<file path="src/rtl/rx_synch_pkg.sv">
// Shared definitions for the receive-side time-sync sequencer.
package rx_synch_pkg;

  // Width of the coarse frequency metric {Im[15:0], Re[15:0]}.
  localparam int unsigned FRE_W = 32;

  // Shortest usable hold-off. The time-sync block needs at least this many
  // cycles with syn_run low to flush its internal counters.
  localparam int unsigned HOLDOFF_MIN = 2;

  typedef enum logic [2:0] {
    StIdle,
    StSearch,
    StHold,
    StLocked,
    StFail
  } state_e;

endpackage

</file>
<file path="src/rtl/synch_tmo_cnt.sv">
// Saturating search timeout counter. It counts valid samples and flags the
// sample that brings the count up to the terminal value.
module synch_tmo_cnt #(
  parameter int unsigned     W  = 16,
  parameter logic [W-1:0]    TC = '1
) (
  input  logic i_clk,
  input  logic i_rst_n,
  input  logic i_clr,
  input  logic i_inc,
  output logic o_hit,
  output logic o_tc
);

  logic [W-1:0] r_cnt;
  logic [W-1:0] w_next;
  logic         w_sat;

  // Next count and the terminal-count decodes.
  always_comb begin
    w_sat  = &r_cnt;
    w_next = r_cnt + 1'b1;
    // Fires on the increment that makes the count equal TC.
    o_hit  = i_inc && !w_sat && (w_next == TC);
    o_tc   = (r_cnt >= TC);
  end

  // Count register: clear has priority, increments stop at all-ones.
  always_ff @(posedge i_clk or negedge i_rst_n) begin
    if (!i_rst_n) begin
      r_cnt <= '0;
    end else if (i_clr) begin
      r_cnt <= '0;
    end else if (i_inc && !w_sat) begin
      r_cnt <= w_next;
    end
  end

endmodule

</file>
<file path="src/rtl/rx_synch_ctrl.sv">
// Receive-side time-sync sequencer: arms the time-sync block, supervises the
// preamble search with a sample timeout and bounded retries, and hands the
// captured coarse frequency metric to the CFO/FFT path on lock.
// Optional statistics counters are enabled by defining RX_SYNCH_STATS_EN.
module rx_synch_ctrl
  import rx_synch_pkg::*;
#(
  parameter int unsigned         TMO_W     = 16,
  parameter logic [TMO_W-1:0]    TMO_DEF   = 16'd4000,
  parameter int unsigned         HOLDOFF   = 8,
  parameter int unsigned         MAX_RETRY = 3
) (
  input  logic             i_clk,
  input  logic             i_rst_n,
  input  logic             i_start,
  input  logic             i_stop,
  input  logic             i_smp_val,
  input  logic             i_syn_done,
  input  logic             i_fre_in_val,
  input  logic [FRE_W-1:0] i_fre_in,
  output logic             o_syn_run,
  output logic [FRE_W-1:0] o_fre_out,
  output logic             o_fre_out_val,
  output logic             o_frame_start,
  output logic             o_locked,
  output logic             o_sync_fail,
  output logic [3:0]       o_retry_cnt
`ifdef RX_SYNCH_STATS_EN
  ,
  input  logic             i_stat_clr,
  output logic [15:0]      o_stat_lock,
  output logic [15:0]      o_stat_tmo
`endif
);

  // Hold-off is clamped so the time-sync block always gets a flush.
  localparam int unsigned HoldCycles = (HOLDOFF < HOLDOFF_MIN) ? HOLDOFF_MIN : HOLDOFF;
  localparam int unsigned HoldW      = $clog2(HoldCycles);

  state_e             r_state;
  logic [FRE_W-1:0]   r_stage;
  logic               r_cap;
  logic [HoldW-1:0]   r_hold_cnt;

  logic               w_tmo_clr;
  logic               w_tmo_inc;
  logic               w_tmo_hit;
  logic               w_tmo_tc;
  logic               w_in_search;
  logic               w_cap_any;
  logic               w_lock;
  logic               w_fail;
  logic               w_retry_ok;
  logic [FRE_W-1:0]   w_lock_val;

  // Counter only runs in SEARCH and is held at zero elsewhere, so every
  // entry into SEARCH starts from a clean count.
  synch_tmo_cnt #(
    .W  (TMO_W),
    .TC (TMO_DEF)
  ) u_tmo_cnt (
    .i_clk   (i_clk),
    .i_rst_n (i_rst_n),
    .i_clr   (w_tmo_clr),
    .i_inc   (w_tmo_inc),
    .o_hit   (w_tmo_hit),
    .o_tc    (w_tmo_tc)
  );

  // Search-phase event decode with stop > syn_done > timeout priority.
  always_comb begin
    w_tmo_clr   = (r_state != StSearch);
    w_tmo_inc   = (r_state == StSearch) && i_smp_val;
    w_in_search = (r_state == StSearch) && !i_stop;
    // A metric arriving with syn_done counts as captured and is the one locked.
    w_cap_any   = r_cap || i_fre_in_val;
    w_lock_val  = i_fre_in_val ? i_fre_in : r_stage;
    w_lock      = w_in_search && i_syn_done && w_cap_any;
    w_fail      = w_in_search &&
                  ((i_syn_done && !w_cap_any) || (!i_syn_done && (w_tmo_hit || w_tmo_tc)));
    w_retry_ok  = (32'(o_retry_cnt) < MAX_RETRY);
  end

  // Sequencer FSM with registered outputs.
  always_ff @(posedge i_clk or negedge i_rst_n) begin
    if (!i_rst_n) begin
      r_state       <= StIdle;
      r_stage       <= '0;
      r_cap         <= 1'b0;
      r_hold_cnt    <= '0;
      o_syn_run     <= 1'b0;
      o_fre_out     <= '0;
      o_fre_out_val <= 1'b0;
      o_frame_start <= 1'b0;
      o_locked      <= 1'b0;
      o_sync_fail   <= 1'b0;
      o_retry_cnt   <= '0;
    end else begin
      o_fre_out_val <= 1'b0;
      o_frame_start <= 1'b0;
      if (i_stop) begin
        r_state     <= StIdle;
        o_syn_run   <= 1'b0;
        o_locked    <= 1'b0;
        o_sync_fail <= 1'b0;
      end else begin
        unique case (r_state)
          StIdle: begin
            if (i_start) begin
              r_state     <= StSearch;
              r_cap       <= 1'b0;
              o_syn_run   <= 1'b1;
              o_retry_cnt <= '0;
            end
          end
          StSearch: begin
            if (i_fre_in_val) begin
              r_stage <= i_fre_in;
              r_cap   <= 1'b1;
            end
            if (w_lock) begin
              r_state       <= StLocked;
              o_syn_run     <= 1'b0;
              o_locked      <= 1'b1;
              o_fre_out     <= w_lock_val;
              o_fre_out_val <= 1'b1;
              o_frame_start <= 1'b1;
            end else if (w_fail) begin
              o_syn_run <= 1'b0;
              if (w_retry_ok) begin
                r_state     <= StHold;
                r_hold_cnt  <= HoldW'(HoldCycles - 1);
                o_retry_cnt <= o_retry_cnt + 4'd1;
              end else begin
                r_state     <= StFail;
                o_sync_fail <= 1'b1;
              end
            end
          end
          StHold: begin
            if (r_hold_cnt == '0) begin
              r_state   <= StSearch;
              r_cap     <= 1'b0;
              o_syn_run <= 1'b1;
            end else begin
              r_hold_cnt <= r_hold_cnt - 1'b1;
            end
          end
          StLocked: begin
            // Held until stop; start is ignored here.
          end
          StFail: begin
            if (i_start) begin
              r_state     <= StSearch;
              r_cap       <= 1'b0;
              o_syn_run   <= 1'b1;
              o_sync_fail <= 1'b0;
              o_retry_cnt <= '0;
            end
          end
          default: begin
            r_state   <= StIdle;
            o_syn_run <= 1'b0;
          end
        endcase
      end
    end
  end

`ifdef RX_SYNCH_STATS_EN
  // Saturating lock and failed-attempt counters with synchronous clear.
  always_ff @(posedge i_clk or negedge i_rst_n) begin
    if (!i_rst_n) begin
      o_stat_lock <= '0;
      o_stat_tmo  <= '0;
    end else if (i_stat_clr) begin
      o_stat_lock <= '0;
      o_stat_tmo  <= '0;
    end else begin
      if (w_lock && (o_stat_lock != 16'hFFFF)) begin
        o_stat_lock <= o_stat_lock + 16'd1;
      end
      if (w_fail && (o_stat_tmo != 16'hFFFF)) begin
        o_stat_tmo <= o_stat_tmo + 16'd1;
      end
    end
  end
`endif

endmodule
</file>
<file path="config.mk">
export PLATFORM = sky130hd
export DESIGN_NAME = rx_synch_ctrl
export DESIGN_NICKNAME = d
export VERILOG_FILES = /design/src/rtl/rx_synch_pkg.sv /design/src/rtl/synch_tmo_cnt.sv /design/src/rtl/rx_synch_ctrl.sv
export SDC_FILE = /design/constraint.sdc
export NUM_CORES = 1
export LEC_CHECK = 0
export CAP_MARGIN = 20
export CORE_AREA = 2 2 87 106
export DETAILED_ROUTE_END_ITERATION = 7
export DIE_AREA = 0 0 89 108
export PLACE_DENSITY_LB_ADDON = 0.1
export SETUP_SLACK_MARGIN = 0.1
export SYNTH_ARGS = -nofsm -noshare
export SYNTH_HDL_FRONTEND = slang
export SYNTH_SLANG_ARGS = --single-unit
</file>
<file path="constraint.sdc">
create_clock -name i_clk -period 2.8 [get_ports i_clk]
set_input_delay 0.84 -clock i_clk [delete_from_list [all_inputs] [get_ports i_clk]]
set_output_delay 0.84 -clock i_clk [all_outputs]
set_load 0.01 [all_outputs]
</file>
==> run_results.csv, run 1 <==
group,metric,value,unit
outcome,status,"finished clean",
sta,finalCriticalPeriod,2.43,ns
sta,hold_violations,0,
global_routing,grtUsageTotal,20.5,%
logic_synthesis,synth_area,4480,sq um
power,switching_share,31.4,%
sta,finalSetupTns,0,ns
floorplan,io_pins,80,
sta,setup_violations,0,
sta,slew_headroom,64.3,%
cts,cts_buffers,9,
global_routing,antenna_found_initial,0,
final_layout,final_common_cell,"dfrtp_1",
logic_synthesis,syn_inst,403,
power,power.density,838,nW/um^2
sta,post-route-period-util,86.7,%
routing,drc,0,
floorplan,rows,37,
routing,wl_per_cell,15.1,um
floorplan,core_area,8520,sq um
logic_synthesis,ys_ff_latch,95,
routing,ant_nets,0,
routing,via_per_inst,5.38,
setup_path,cp_max_fo,8,
floorplan,start_util,52.6,%
cts,clockRootBuffer,"clkbuf_8",
final_layout,area_delta_synth_final,25.2,%
floorplan,die_x,89,um
logic_synthesis,synthesis.nets,447,
logic_synthesis,yosysWarnings,0,
sta,fin_skew,0.0104,ns
power,internal_power,3.22,mW
power,irDropWorstVdd,0.000509,V
final_layout,nets,523,
floorplan,die_h,108,um
setup_path,setup.worst_path.start_class,"flop",
global_routing,grt_pass1_vias,3277,
final_layout,design_area,5610,sq um
logic_synthesis,yosysTopAreaCell,"dfrtp_1",
logic_synthesis,synth.area.top_cells,"dfrtp_1 53%, mux2_2 8.3%, mux2i_1 8.0%",
setup_path,end_kind,"flop",
logic_synthesis,synth_cell_types,49,
placed_design,dp.final_hpwl,6230,um
logic_synthesis,synth_edf_count,0,
final_layout,layout_common_cells,"95 x dfrtp_1, 77 x clkdlybuf4s50_1, 44 x nand2_1, 38 x o21ai_0, 36 x mux2i_1",
placed_design,io_buffers,79,
cts,htree_levels,3,
sta,fmax,412,MHz
sta,rsz0062_at_grt,"false",
cts,clock_path_buffers,2,
routing,drt_iter0_markers,84,
placed_design,gp_congestion,0.857,
logic_synthesis,yosysTopAreaCellShare,53.1,%
routing,dr.pass1.iters,4,
power,p_leak,2.47,nW
cts,clk_pin_slew,0.08,ns
run,max_cap_violations,0,
logic_synthesis,syn_area_per_cell,11.1,sq um
logic_synthesis,synthArstFlopShare,100,%
sta,maxSlewViolCount,0,
cts,cts_num_sinks,95,
final_layout,nFillCells,707,
logic_synthesis,synth_flop_cell,"dfrtp_1",
sta,tightestPinTransition,0.530,ns
global_routing,grt_max_degree,63,
power,combPwrFrac,34.7,%
power,switchingPower,1.48,mW
setup_path,critical_path_arrival,2.71,ns
cts,cts_resized,0,
final_layout,antenna_cells,0,
logic_synthesis,seq_area_frac_synth,53.1,%
final_layout,drive_above_1_share,15.1,%
cts,hold_buffers,0,
placed_design,place_area,5420,sq um
floorplan,die-area,9610,sq um
setup_path,crit_type,"flop to flop",
routing,vias,3233,
global_routing,grt_pass1_wl,15200,um
power,pwr-share-seq,46.6,%
sta,hold_slack,0.430,ns
worst_hold_path,hold_path_class,"input pin to asynchronous set/reset pin",
routing,routed_wl,9070,um
setup_path,required,3.08,ns
global_routing,gr-total-overflow,0,
cts,cts_tree,"yes",
power,p_clk_share,18.7,%
cts,clock_latency,0.37,ns
cts,post-cts-setup-buffer-count,0,
==> kinds of logic (layout without fill, tap and decap cells) <==
family,count (synthesis),after routing,synth area share [%]
xor gates and xnor gates,16,16,3.13
and+or+nand+nor,118,118,13.2
buffers and inverters,32,113,2.99
DFF,95,95,53.1
adders and majority gates,5,5,1.40
muxes,69,69,16.3
AOI/OAI and AO/OA,68,68,9.86
==> per-stage QoR <==
stage	utilization (%)	cells	setup WS, ns	total power [mW]
2_1_floorplan	-	403	0.495	3.04
3_3_place_gp	63.6	585	0.190	3.80
3_5_place_dp	63.6	585	0.179	3.87
4_1_cts	65.8	601	0.372	4.76
5_1_grt	65.8	601	0.133	5.04
6_report	65.8	601	0.371	4.70
==> critical path: stages, from the launching register on <==
cell     delay [ns]
dfrtp_1        0.42
ha_1           0.31
nand3_1        0.22
nor3_1         0.24
mux2i_1        0.21
a21oi_1        0.12
o31ai_4        0.42
nand4_1        0.20
a22oi_1        0.20
==> sequential cells by signal, indices dropped and copies added (netlist names), 3 cells and up <==
name             flops
o_retry_cnt          4
o_fre_out           32
r_state              3
r_stage             32
u_tmo_cnt.r_cnt     16
r_hold_cnt           3
==> power groups by stage <==
| stage | registers, mW | clock network, mW | logic (mW) |
|---|---|---|---|
| final | 2.19 | 0.878 | 1.63 |
| after global routing | 2.26 | 0.963 | 1.81 |
| after CTS | 2.20 | 0.905 | 1.66 |
| after detailed placement | 2.22 | 0 | 1.65 |
| after global placement | 2.19 | 0 | 1.61 |
| after floorplan | 2.25 | 0 | 0.792 |
==> synthesized netlist by cell type, types with 2 or more instances <==
| master | count |
|---|---|
| a211oi_1 | 2 |
| a21oi_1 | 11 |
| a22oi_1 | 2 |
| a31oi_1 | 2 |
| and3_1 | 4 |
| buf_1 | 4 |
| clkbuf_1 | 15 |
| dfrtp_1 | 95 |
| ha_1 | 5 |
| inv_1 | 9 |
| mux2_2 | 33 |
| mux2i_1 | 36 |
| nand2_1 | 44 |
| nand2b_1 | 6 |
| nand3_1 | 8 |
| nand3_2 | 2 |
| nand4_1 | 7 |
| nor2_1 | 25 |
| nor2b_1 | 3 |
| nor3_1 | 5 |
| nor4_1 | 2 |
| o21ai_0 | 38 |
| or3_1 | 5 |
| xnor2_1 | 6 |
| xor2_1 | 10 |
==> final timing paths <==
path,depth (start not counted),start,endpoint,slack (ns)
hold reg to reg,2,o_fre_out[25]$_DFFE_PN0P_,o_fre_out[25]$_DFFE_PN0P_,0.49
setup reg to reg,8,u_tmo_cnt.r_cnt[0]$_DFFE_PN0P_,r_hold_cnt[2]$_DFFE_PN0P_,0.37
hold / removal,1,i_rst_n,u_tmo_cnt.r_cnt[8]$_DFFE_PN0P_,0.43
min in group i_clk,2,o_fre_out[25]$_DFFE_PN0P_,o_fre_out[25]$_DFFE_PN0P_,0.49
setup / recovery,8,u_tmo_cnt.r_cnt[0]$_DFFE_PN0P_,r_hold_cnt[2]$_DFFE_PN0P_,0.37
max in group asynchronous,2,i_rst_n,u_tmo_cnt.r_cnt[0]$_DFFE_PN0P_,1.71
==> cell type report <==
type,count,area [sq um],area share (%)
Sequential cell,95,2380,42.4
Clock buffer,9,124,2.21
Multi-Input combinational cell,276,1970,35.2
Timing Repair Buffer,88,888,15.8
Tap cell,117,146,2.61
Clock inverter,7,63.8,1.14
Inverter,9,33.8,0.602
==> metal layers <==
layer	wire, um	vias to the layer above	global-route usage [%]
li1	-	1562	-
met1	3920	1595	26.0
met2	4470	60	32.7
met3	464	16	5.19
met4	221	0	9.49
met5	0	-	0
Note: power is estimated with default switching activity, not from simulation.
==> run 2, diff against run 1 <==
Settings changed: CAP_MARGIN 20 to unset, CTS_CLUSTER_SIZE set to 40, PLACE_DENSITY set to 0.79, PLACE_DENSITY_LB_ADDON 0.1 to unset.
==> run_results.csv, run 2 (synthesis results as in run 1) <==
group,metric,value,unit
global_routing,met2_usage,32.5,%
placed_design,io_buffers,79,
final_layout,nets,525,
global_routing,grtUsageMet3,8.17,%
setup_path,cp_max_fo,8,
floorplan,die_h,108,um
run,max_cap_violations,0,
floorplan,die_x,89,um
sta,finalCriticalPeriod,2.47,ns
sta,maxSlewViolCount,0,
sta,post-route-period-util,88.3,%
sta,hold_violations,0,
routing,dr.pass1.iters,4,
floorplan,start_util,52.6,%
routing,ant_nets,0,
setup_path,required,3.09,ns
placed_design,dpl_worst_slack,0.194,ns
final_layout,final_common_cell,"dfrtp_1",
global_routing,antenna_found_initial,0,
sta,slew_headroom,61.5,%
sta,fmax,405,MHz
sta,setup_violations,0,
floorplan,die-area,9610,sq um
global_routing,grtUsageTotal,20.8,%
global_routing,grt_max_degree,65,
worst_hold_path,hold_path_class,"input pin to asynchronous set/reset pin",
routing,drc,0,
final_layout,drive_above_1_share,14.9,%
final_layout,area_delta_synth_final,25.5,%
floorplan,io_pins,80,
sta,finalSetupTns,0,ns
cts,cts_num_sinks,95,
outcome,status,"finished clean",
placed_design,gp_congestion,0.840,
floorplan,rows,37,
setup_path,setup.worst_path.start_class,"flop",
global_routing,grt_util_met1,26.6,%
cts,clk_pin_slew,0.08,ns
routing,wl_per_cell,15.2,um
cts,clock_latency,0.36,ns
routing,routed_wl,9140,um
setup_path,critical_path_arrival,2.76,ns
global_routing,grt_pass1_vias,3307,
cts,clockRootBuffer,"clkbuf_8",
sta,tightestPinTransition,0.578,ns
global_routing,busiest_layer,"met2",
cts,htree_levels,3,
final_layout,largest_registers,"o_fre_out (32), r_stage (32), u_tmo_cnt.r_cnt (16)",
routing,drt_iter0_markers,100,
final_layout,layout_common_cells,"95 x dfrtp_1, 77 x clkdlybuf4s50_1, 44 x nand2_1, 38 x o21ai_0, 36 x mux2i_1",
sta,fin_skew,0.00814,ns
floorplan,core_area,8520,sq um
cts,clock_path_buffers,2,
final_layout,antenna_cells,0,
global_routing,grt_pass1_wl,15400,um
power,power.density,848,nW/um^2
routing,via_per_inst,5.38,
placed_design,dp.final_hpwl,6390,um
cts,cts_buffers,9,
routing,vias,3231,
cts,cts_resized,0,
power,p_total,4.77,mW
cts,post-cts-setup-buffer-count,0,
power,irDropWorstVdd,0.000614,V
setup_path,crit_type,"flop to flop",
cts,hold_buffers,0,
cts,cts_tree,"yes",
setup_path,end_kind,"flop",
sta,worst_slack,0.328,ns
sta,rsz0062_at_grt,"false",
global_routing,gr-total-overflow,0,
power,p_leak,2.48,nW
-- run 2: routing by layer --
| metal | part of all wire (%) | vias to the layer above |
|---|---|---|
| met5 | 0 | - |
| met4 | 1.2 | 0 |
| met3 | 7.7 | 9 |
| met2 | 48 | 72 |
| met1 | 43 | 1582 |
| li1 | - | 1568 |
-- run 2: path summary, 6_finish.rpt --
kind	startpoint	end	slack (ns)	cells after the start
max in group asynchronous	i_rst_n	r_stage[21]$_DFFE_PN0P_	1.61	2
worst min-delay path	i_rst_n	u_tmo_cnt.r_cnt[13]$_DFFE_PN0P_	0.46	1
worst max register to register	u_tmo_cnt.r_cnt[0]$_DFFE_PN0P_	o_retry_cnt[1]$_DFFE_PN0P_	0.33	8
worst min register to register	o_fre_out[1]$_DFFE_PN0P_	o_fre_out[1]$_DFFE_PN0P_	0.48	2
worst max-delay path	u_tmo_cnt.r_cnt[0]$_DFFE_PN0P_	o_retry_cnt[1]$_DFFE_PN0P_	0.33	8
min in group i_clk	o_fre_out[1]$_DFFE_PN0P_	o_fre_out[1]$_DFFE_PN0P_	0.48	2
-- run 2: final cells by class --
class / instances / area [sq um]
clock buffer: 12 / 165
multi-input combinational: 276 / 1970
timing repair buffer: 90 / 891
sequential: 95 / 2380
inverter: 9 / 33.8
tap: 117 / 146
fill: 688 / 2900
clock inverter: 2 / 38.8
-- run 2: where the power goes --
part	total, mW	leakage [nW]	switching [mW]	internal [mW]
Combinational	1.64	1.17	0.707	0.929
Sequential	2.20	1.21	0.311	1.89
Clock	0.936	0.105	0.456	0.480
-- run 2: worst max-delay path: stages (launching register included) --
cell     delay, ns
dfrtp_1       0.41
ha_1          0.33
nand3_1       0.22
nor3_1        0.26
mux2i_1       0.21
a21oi_1       0.12
o31ai_4       0.42
o21a_1        0.22
mux2i_1       0.20
-- run 2: metrics by stage --
step / util (%) / hold slack (ns) / instances / area [sq um]
6_report: 66.0 / 0.459 / 601 / 5620
4_1_cts: 66.0 / 0.483 / 601 / 5620
3_5_place_dp: 63.6 / 0.469 / 587 / 5420
5_1_grt: 66.0 / 0.504 / 601 / 5620
2_1_floorplan: - / 0.479 / 403 / 4480
3_3_place_gp: 63.6 / 0.461 / 587 / 5420
